--- config.mk ---
export PLATFORM = sky130hd
export DESIGN_NAME = qa_sample_packer_flat
export DESIGN_NICKNAME = d
export VERILOG_FILES = /design/src/rtl/qa_sample_packer_if.sv /design/src/rtl/qa_sample_packer.sv /design/src/flat_wrapper.sv
export SDC_FILE = /design/constraint.sdc
export NUM_CORES = 1
export LEC_CHECK = 0
export CORE_MARGIN = 5
export CORE_UTILIZATION = 40
export CTS_CLUSTER_DIAMETER = 50
export DETAILED_ROUTE_END_ITERATION = 16
export PLACE_DENSITY_LB_ADDON = 0.1
export SETUP_SLACK_MARGIN = 0.05
export SYNTH_ARGS = -nofsm -noshare
export SYNTH_HDL_FRONTEND = slang
export SYNTH_SLANG_ARGS = --single-unit
--- constraint.sdc ---
create_clock -name clk -period 3.3 [get_ports clk]
set_input_delay 0.99 -clock clk [delete_from_list [all_inputs] [get_ports clk]]
set_output_delay 0.99 -clock clk [all_outputs]
set_load 0.05 [all_outputs]
--- src/rtl/qa_sample_packer_if.sv ---
// Sample-in / fifo36-out stream bundle for qa_sample_packer; slave is the packer side.
interface qa_sample_packer_if;
  logic [31:0] in_data;
  logic        in_nd;
  logic [35:0] data_o;
  logic        src_rdy_o;
  logic        dst_rdy_i;

  modport master (output in_data, in_nd, dst_rdy_i, input data_o, src_rdy_o);
  modport slave  (input in_data, in_nd, dst_rdy_i, output data_o, src_rdy_o);
endinterface

--- src/rtl/qa_sample_packer.sv ---
// Frames strobed 32-bit samples into fifo36 packets; header is valid the cycle after a frame's last sample is
// strobed; host back-pressure only fills the sample buffer. Optional TS word: QA_PACKER_TIMESTAMP_EN.
module qa_sample_packer #(
  parameter int          FIFO_LOG      = 4,
  parameter int          SAMPS_PER_PKT = 8,
  parameter logic [15:0] SID           = 16'd20
) (
  input  logic              clk,
  input  logic              reset_n,
  input  logic              clear,
  qa_sample_packer_if.slave bus,
  output logic              overrun,
  output logic [3:0]        seq_o
);
  localparam int                  DEPTH    = 1 << FIFO_LOG;
  localparam logic [FIFO_LOG:0]   CNT_FULL = (FIFO_LOG+1)'(DEPTH);
  localparam logic [FIFO_LOG:0]   CNT_PKT  = (FIFO_LOG+1)'(SAMPS_PER_PKT);
  localparam logic [FIFO_LOG:0]   CNT_ONE  = (FIFO_LOG+1)'(1);
  localparam logic [FIFO_LOG-1:0] PTR_ONE  = FIFO_LOG'(1);
  localparam logic [FIFO_LOG-1:0] LAST_IDX = FIFO_LOG'(SAMPS_PER_PKT - 1);
`ifdef QA_PACKER_TIMESTAMP_EN
  localparam int LEN = SAMPS_PER_PKT + 2;
`else
  localparam int LEN = SAMPS_PER_PKT + 1;
`endif
  localparam logic [11:0] LEN_C = 12'(LEN);

  localparam logic [1:0] S_IDLE = 2'd0;
  localparam logic [1:0] S_HDR  = 2'd1;
  localparam logic [1:0] S_DATA = 2'd2;
`ifdef QA_PACKER_TIMESTAMP_EN
  localparam logic [1:0] S_TS   = 2'd3;
`endif

  logic [31:0]         r_mem [DEPTH];
  logic [FIFO_LOG-1:0] r_wr_ptr;
  logic [FIFO_LOG-1:0] r_rd_ptr;
  logic [FIFO_LOG-1:0] r_samp_cnt;
  logic [FIFO_LOG:0]   r_count;
  logic [1:0]          r_state;
  logic [3:0]          r_seq;
  logic                r_overrun;

  logic [FIFO_LOG:0]   w_avail;
  logic                w_full;
  logic                w_xfer;
  logic                w_pop;
  logic                w_push;
  logic                w_go;
  logic                w_last;
  logic [35:0]         w_data;
  logic                w_src_rdy;

  assign w_full  = (r_count == CNT_FULL);
  assign w_xfer  = w_src_rdy & bus.dst_rdy_i;
  assign w_pop   = w_xfer && (r_state == S_DATA);
  // A pop frees the slot in the same edge, so a full buffer still accepts a coincident sample.
  assign w_push  = bus.in_nd && !clear && (!w_full || w_pop);
  // Counting the sample arriving this cycle lets the header appear one cycle after the last strobe.
  assign w_avail = r_count + {{FIFO_LOG{1'b0}}, w_push};
  assign w_go    = (r_state == S_IDLE) && (w_avail >= CNT_PKT);
  assign w_last  = (r_samp_cnt == LAST_IDX);

  always_ff @(posedge clk) begin
    if (w_push) r_mem[r_wr_ptr] <= bus.in_data;
  end

  always_ff @(posedge clk or negedge reset_n) begin
    if (!reset_n) begin
      r_state    <= S_IDLE;
      r_wr_ptr   <= '0;
      r_rd_ptr   <= '0;
      r_count    <= '0;
      r_samp_cnt <= '0;
      r_seq      <= '0;
      r_overrun  <= 1'b0;
    end else if (clear) begin
      r_state    <= S_IDLE;
      r_wr_ptr   <= '0;
      r_rd_ptr   <= '0;
      r_count    <= '0;
      r_samp_cnt <= '0;
      r_seq      <= '0;
      r_overrun  <= 1'b0;
    end else begin
      if (w_push) r_wr_ptr <= r_wr_ptr + PTR_ONE;
      if (w_pop)  r_rd_ptr <= r_rd_ptr + PTR_ONE;
      if (w_push && !w_pop)      r_count <= r_count + CNT_ONE;
      else if (!w_push && w_pop) r_count <= r_count - CNT_ONE;
      if (bus.in_nd && !w_push) r_overrun <= 1'b1;

      case (r_state)
        S_IDLE: begin
          if (w_go) begin
            r_state    <= S_HDR;
            r_samp_cnt <= '0;
          end
        end
        S_HDR: begin
`ifdef QA_PACKER_TIMESTAMP_EN
          if (w_xfer) r_state <= S_TS;
`else
          if (w_xfer) r_state <= S_DATA;
`endif
        end
`ifdef QA_PACKER_TIMESTAMP_EN
        S_TS: begin
          if (w_xfer) r_state <= S_DATA;
        end
`endif
        S_DATA: begin
          if (w_xfer) begin
            r_samp_cnt <= r_samp_cnt + PTR_ONE;
            if (w_last) begin
              r_state <= S_IDLE;
              r_seq   <= r_seq + 4'd1;
            end
          end
        end
        default: r_state <= S_IDLE;
      endcase
    end
  end

`ifdef QA_PACKER_TIMESTAMP_EN
  logic [31:0] r_cycle;
  logic [31:0] r_ts;

  always_ff @(posedge clk or negedge reset_n) begin
    if (!reset_n) begin
      r_cycle <= '0;
      r_ts    <= '0;
    end else begin
      r_cycle <= r_cycle + 32'd1;
      if (w_go && !clear) r_ts <= r_cycle;
    end
  end
`endif

  always_comb begin
    w_src_rdy = 1'b0;
    w_data    = '0;
    case (r_state)
      S_HDR: begin
        w_src_rdy = 1'b1;
        w_data    = {2'b00, 1'b0, 1'b1, SID, r_seq, LEN_C};
      end
`ifdef QA_PACKER_TIMESTAMP_EN
      S_TS: begin
        w_src_rdy = 1'b1;
        w_data    = {4'b0000, r_ts};
      end
`endif
      S_DATA: begin
        w_src_rdy = 1'b1;
        w_data    = {2'b00, w_last, 1'b0, r_mem[r_rd_ptr]};
      end
      default: begin
        w_src_rdy = 1'b0;
        w_data    = '0;
      end
    endcase
  end

  assign bus.data_o    = w_data;
  assign bus.src_rdy_o = w_src_rdy;
  assign overrun       = r_overrun;
  assign seq_o         = r_seq;
endmodule

--- src/flat_wrapper.sv ---
// flat-port wrapper written by rule: the top's interface ports become plain ports
module qa_sample_packer_flat 
#(
  parameter int          FIFO_LOG      = 4,
  parameter int          SAMPS_PER_PKT = 8,
  parameter logic [15:0] SID           = 16'd20
)
  (clk, reset_n, clear, overrun, seq_o, bus_in_data, bus_in_nd, bus_dst_rdy_i, bus_data_o, bus_src_rdy_o);
  qa_sample_packer_if bus_i ();
  input  logic clk;
  input  logic reset_n;
  input  logic clear;
  output logic overrun;
  output logic [3:0] seq_o;
  input wire logic [$bits(bus_i.in_data)-1:0] bus_in_data;
  input wire logic [$bits(bus_i.in_nd)-1:0] bus_in_nd;
  input wire logic [$bits(bus_i.dst_rdy_i)-1:0] bus_dst_rdy_i;
  output wire logic [$bits(bus_i.data_o)-1:0] bus_data_o;
  output wire logic [$bits(bus_i.src_rdy_o)-1:0] bus_src_rdy_o;
  assign bus_i.in_data = bus_in_data;
  assign bus_i.in_nd = bus_in_nd;
  assign bus_i.dst_rdy_i = bus_dst_rdy_i;
  assign bus_data_o = bus_i.data_o;
  assign bus_src_rdy_o = bus_i.src_rdy_o;
  qa_sample_packer #(.FIFO_LOG(FIFO_LOG), .SAMPS_PER_PKT(SAMPS_PER_PKT), .SID(SID)) u_core (.clk(clk), .reset_n(reset_n), .clear(clear), .bus(bus_i), .overrun(overrun), .seq_o(seq_o));
endmodule
==> flow_metrics.tcl <==
set metrics [dict create \
    post-route-period-util 1.10 \
    yosys.cell_types.count 57 \
    detailroute.via_count 10700 \
    area_growth_syn_to_layout_pct 27.3 \
    tritoncts.num_buffers 61 \
    layout_common_cells "512 x sky130_fd_sc_hd__edfxtp_1, 112 x sky130_fd_sc_hd__mux4_2, 81 x sky130_fd_sc_hd__buf_4, 72 x sky130_fd_sc_hd__clkbuf_16, 64 x sky130_fd_sc_hd__buf_12" \
    clk_latency_ns 0.63 \
    async_reset_ff_frac 0.0448 \
    grt_first_pass_wirelength_um 75700 \
    worst_path_dominant_cell_family "multiplexers" \
    htree_num_levels 2 \
    synthesis.area_mm2 0.0213 \
    antennaDiodeCount 0 \
    synth_top_area_cell "sky130_fd_sc_hd__edfxtp_1" \
    core_area_mm2 0.0527 \
    synth.top_cell.area_share 0.722 \
    final.setup.worst_slack_ns -0.322 \
    post_route_cells_drive_above_1_share 0.365 \
    num-nets-final 1301 \
    placed_cells_incl_taps 1818 \
    clock_tree.buffer_depth 3 \
    wp_buf_inv 3 \
    setup.worst_path.class "reg -> out" \
    drt-wirelength-per-cell_um 26.2 \
    ant_nets 0 \
    cts-root-buf "sky130_fd_sc_hd__clkbuf_16" \
    place.detailed.hpwl_um 30100 \
    gpl.final_weighted_congestion 0.753 \
    cap_viol_max_count 0 \
    syn_avg_cell_area_um2 21.0 \
    number_of_antenna_violations_at_the_first_check_in_global_routing 1 \
    placementRows 84 \
    p_leak_nw 8.75 \
    cp_cell_sequence "buf_12, clkbuf_16, mux4_1, a22o_1, a221o_1, buf_6" \
    grt_overflow 0 \
    die_height_um 241 \
    vias_in_the_first_global_route 11300 \
    cpMaxStageDelayCell "sky130_fd_sc_hd__mux4_1" \
    final_cells 1980 \
    clock_sink_count 536 \
    report.final.setup_viol 32 \
    holdCritPathClass "reg -> reg" \
    worst_clock_skew_ns 0.0153 \
    yosysSeqAreaShare 0.750 \
    finalHoldWorstSlack_ns 0.518 \
    tritoncts_clock_tree "yes" \
    drt_pre_antenna_iters 5 \
    drv_slew 0 \
    failed_checks "negative setup slack" \
    synth_seq_cells 536 \
    cp.arrival_ns 2.63 \
    achievable-frequency_ghz 0.276 \
    final_hold_viol_count 0 \
    port_buffers 76 \
    track_usage 0.177 \
    drt-total-wl_um 51800 \
    slowest_delay_ns 0.55 \
    layout.cells.most_common "sky130_fd_sc_hd__edfxtp_1" \
    ir_drop_uv 447 \
    power_w 0.0159 \
    critPathRequiredTime_ns 2.31 \
    pin_count_of_the_biggest_net_entering_global_routing 37 \
    setup.worst_path.end_class "output pin" \
    post_synth_main_area_contributors "sky130_fd_sc_hd__edfxtp_1 72%, sky130_fd_sc_hd__mux4_2 11%, sky130_fd_sc_hd__mux2i_1 3.1%" \
    worstPathMaxFanout 6 \
    final_period_minus_worst_setup_slack_ns 3.62 \
    synth_flop_cell "sky130_fd_sc_hd__edfxtp_1" \
    synth_cells 1014 \
    tightestPinTransition_ns 0.636 \
    number_of_placed_i_o_pins 79 \
    path_clk_slew_ns 0.06 \
    avg_vias_per_cell 5.42 \
    synth_enable_flop_cells 512 \
    relSlewSlack 0.575 \
    fp.dieW_um 241 \
    pwr_density_cell_mw_per_mm2 588 \
    detail_route.drc_violations 0 \
    run_status "complete, but fails checks" \
    die-area_mm2 0.0580 \
    initial_utilization 0.404 \
    iter_0_drt_violations 827 \
    critPathLaunchType "register" \
    yosys_warnings 0 \
    grt_setup_unrepaired "yes" \
]
[sequential cells by signal, indices dropped and copies added, names as in the netlist]
signal,flops
u_core.overrun,1
u_core.r_count,5
u_core.r_mem,512
u_core.r_rd_ptr,4
u_core.r_samp_cnt,4
u_core.r_state,2
u_core.r_wr_ptr,4
u_core.seq_o,4
[cells by family (layout without fill, tap and decap cells)]
family | count (synthesis) | count (layout) | share of synthesized area
AOI/OAI and AO/OA | 95 | 95 | 0.0332
xor gates and xnor gates | 9 | 9 | 0.00370
adders and majority gates | 18 | 18 | 0.0109
buffers and inverters | 65 | 342 | 0.0194
DFF | 536 | 536 | 0.750
muxes | 184 | 184 | 0.155
other | 1 | 2 | 0.000176
and+or+nand+nor | 106 | 106 | 0.0272
[final timing paths]
kind                                          from            endpoint  slack, ns  depth (start not counted)
worst max register to register   u_core.r_state[0]   u_core.r_count[4]       0.27                         13
worst min-delay path                u_core.overrun      u_core.overrun       0.52                          2
min in group asynchronous                  reset_n  u_core.r_rd_ptr[0]       0.77                          1
worst max-delay path            u_core.r_rd_ptr[0]      bus_data_o[27]      -0.32                          6
max in group asynchronous                  reset_n   u_core.r_state[1]       1.78                          3
worst min register to register      u_core.overrun      u_core.overrun       0.52                          2
[layout make-up]
class | count | area (um^2)
Clock buffer | 71 | 1560
Clock inverter | 38 | 348
Fill cell | 4180 | 25500
Inverter | 11 | 41.3
Multi-Input combinational cell | 414 | 5330
Sequential cell | 536 | 16000
Tap cell | 688 | 861
Timing Repair Buffer | 222 | 2990
[power by group]
| part | internal, W | switching [W] | total [W] |
|---|---|---|---|
| clock | 0.00372 | 0.00274 | 0.00646 |
| sequential | 0.00758 | 0.0000841 | 0.00766 |
| combinational | 0.000849 | 0.000979 | 0.00183 |
| total | 0.0121 | 0.00380 | 0.0159 |
[routing by layer]
metal	up-vias	part of all wire	global-route usage	routed length (um)
met4	2	0.019	0.0359	990
li1	4701	-	-	-
met3	68	0.041	0.0328	2150
met2	201	0.50	0.297	26000
met5	-	0.00021	0	11
met1	5755	0.44	0.246	22700
[cell usage after synthesis (15+ instances only)]
cell and n:
sky130_fd_sc_hd__o211ai_1 20, sky130_fd_sc_hd__mux4_2 106, sky130_fd_sc_hd__mux2i_1 66, sky130_fd_sc_hd__a22oi_1 27
sky130_fd_sc_hd__dfrtp_1 24, sky130_fd_sc_hd__and2_1 15, sky130_fd_sc_hd__ha_1 17, sky130_fd_sc_hd__buf_2 17
sky130_fd_sc_hd__clkbuf_1 15, sky130_fd_sc_hd__nand2_1 16, sky130_fd_sc_hd__nor2_1 20, sky130_fd_sc_hd__edfxtp_1 512
sky130_fd_sc_hd__nand3_1 18
[through the flow]
stage	util	setup WS (ns)	instance area, um^2	TNS (ns)
floorplan	-	-0.258	21400	-33.50
global placement	0.457	-0.227	24100	-3.23
detailed placement	0.457	-0.260	24100	-1.14
CTS	0.503	-0.416	26500	-10.97
global route	0.515	-0.419	27100	-11.41
finish	0.515	-0.322	27100	-8.11
[tightest hold or removal path: stages (launching register included)]
cell and delay, ns:
sky130_fd_sc_hd__dfrtp_1 0.35, sky130_fd_sc_hd__a41oi_1 0.05, sky130_fd_sc_hd__nor2_1 0.08
[repair_timing]
item | 4_1_cts | 5_1_grt
hold buffers | 0 | 0
pin swaps | 5 | 28
setup endpoints to repair | 33 | 37
gates resized for setup | 56 | 67
endpoints found under the hold margin | 0 | 0
gates cloned | 5 | 7
buffers inserted | 13 | 30
No activity file was read; power rests on OpenSTA's default activity.
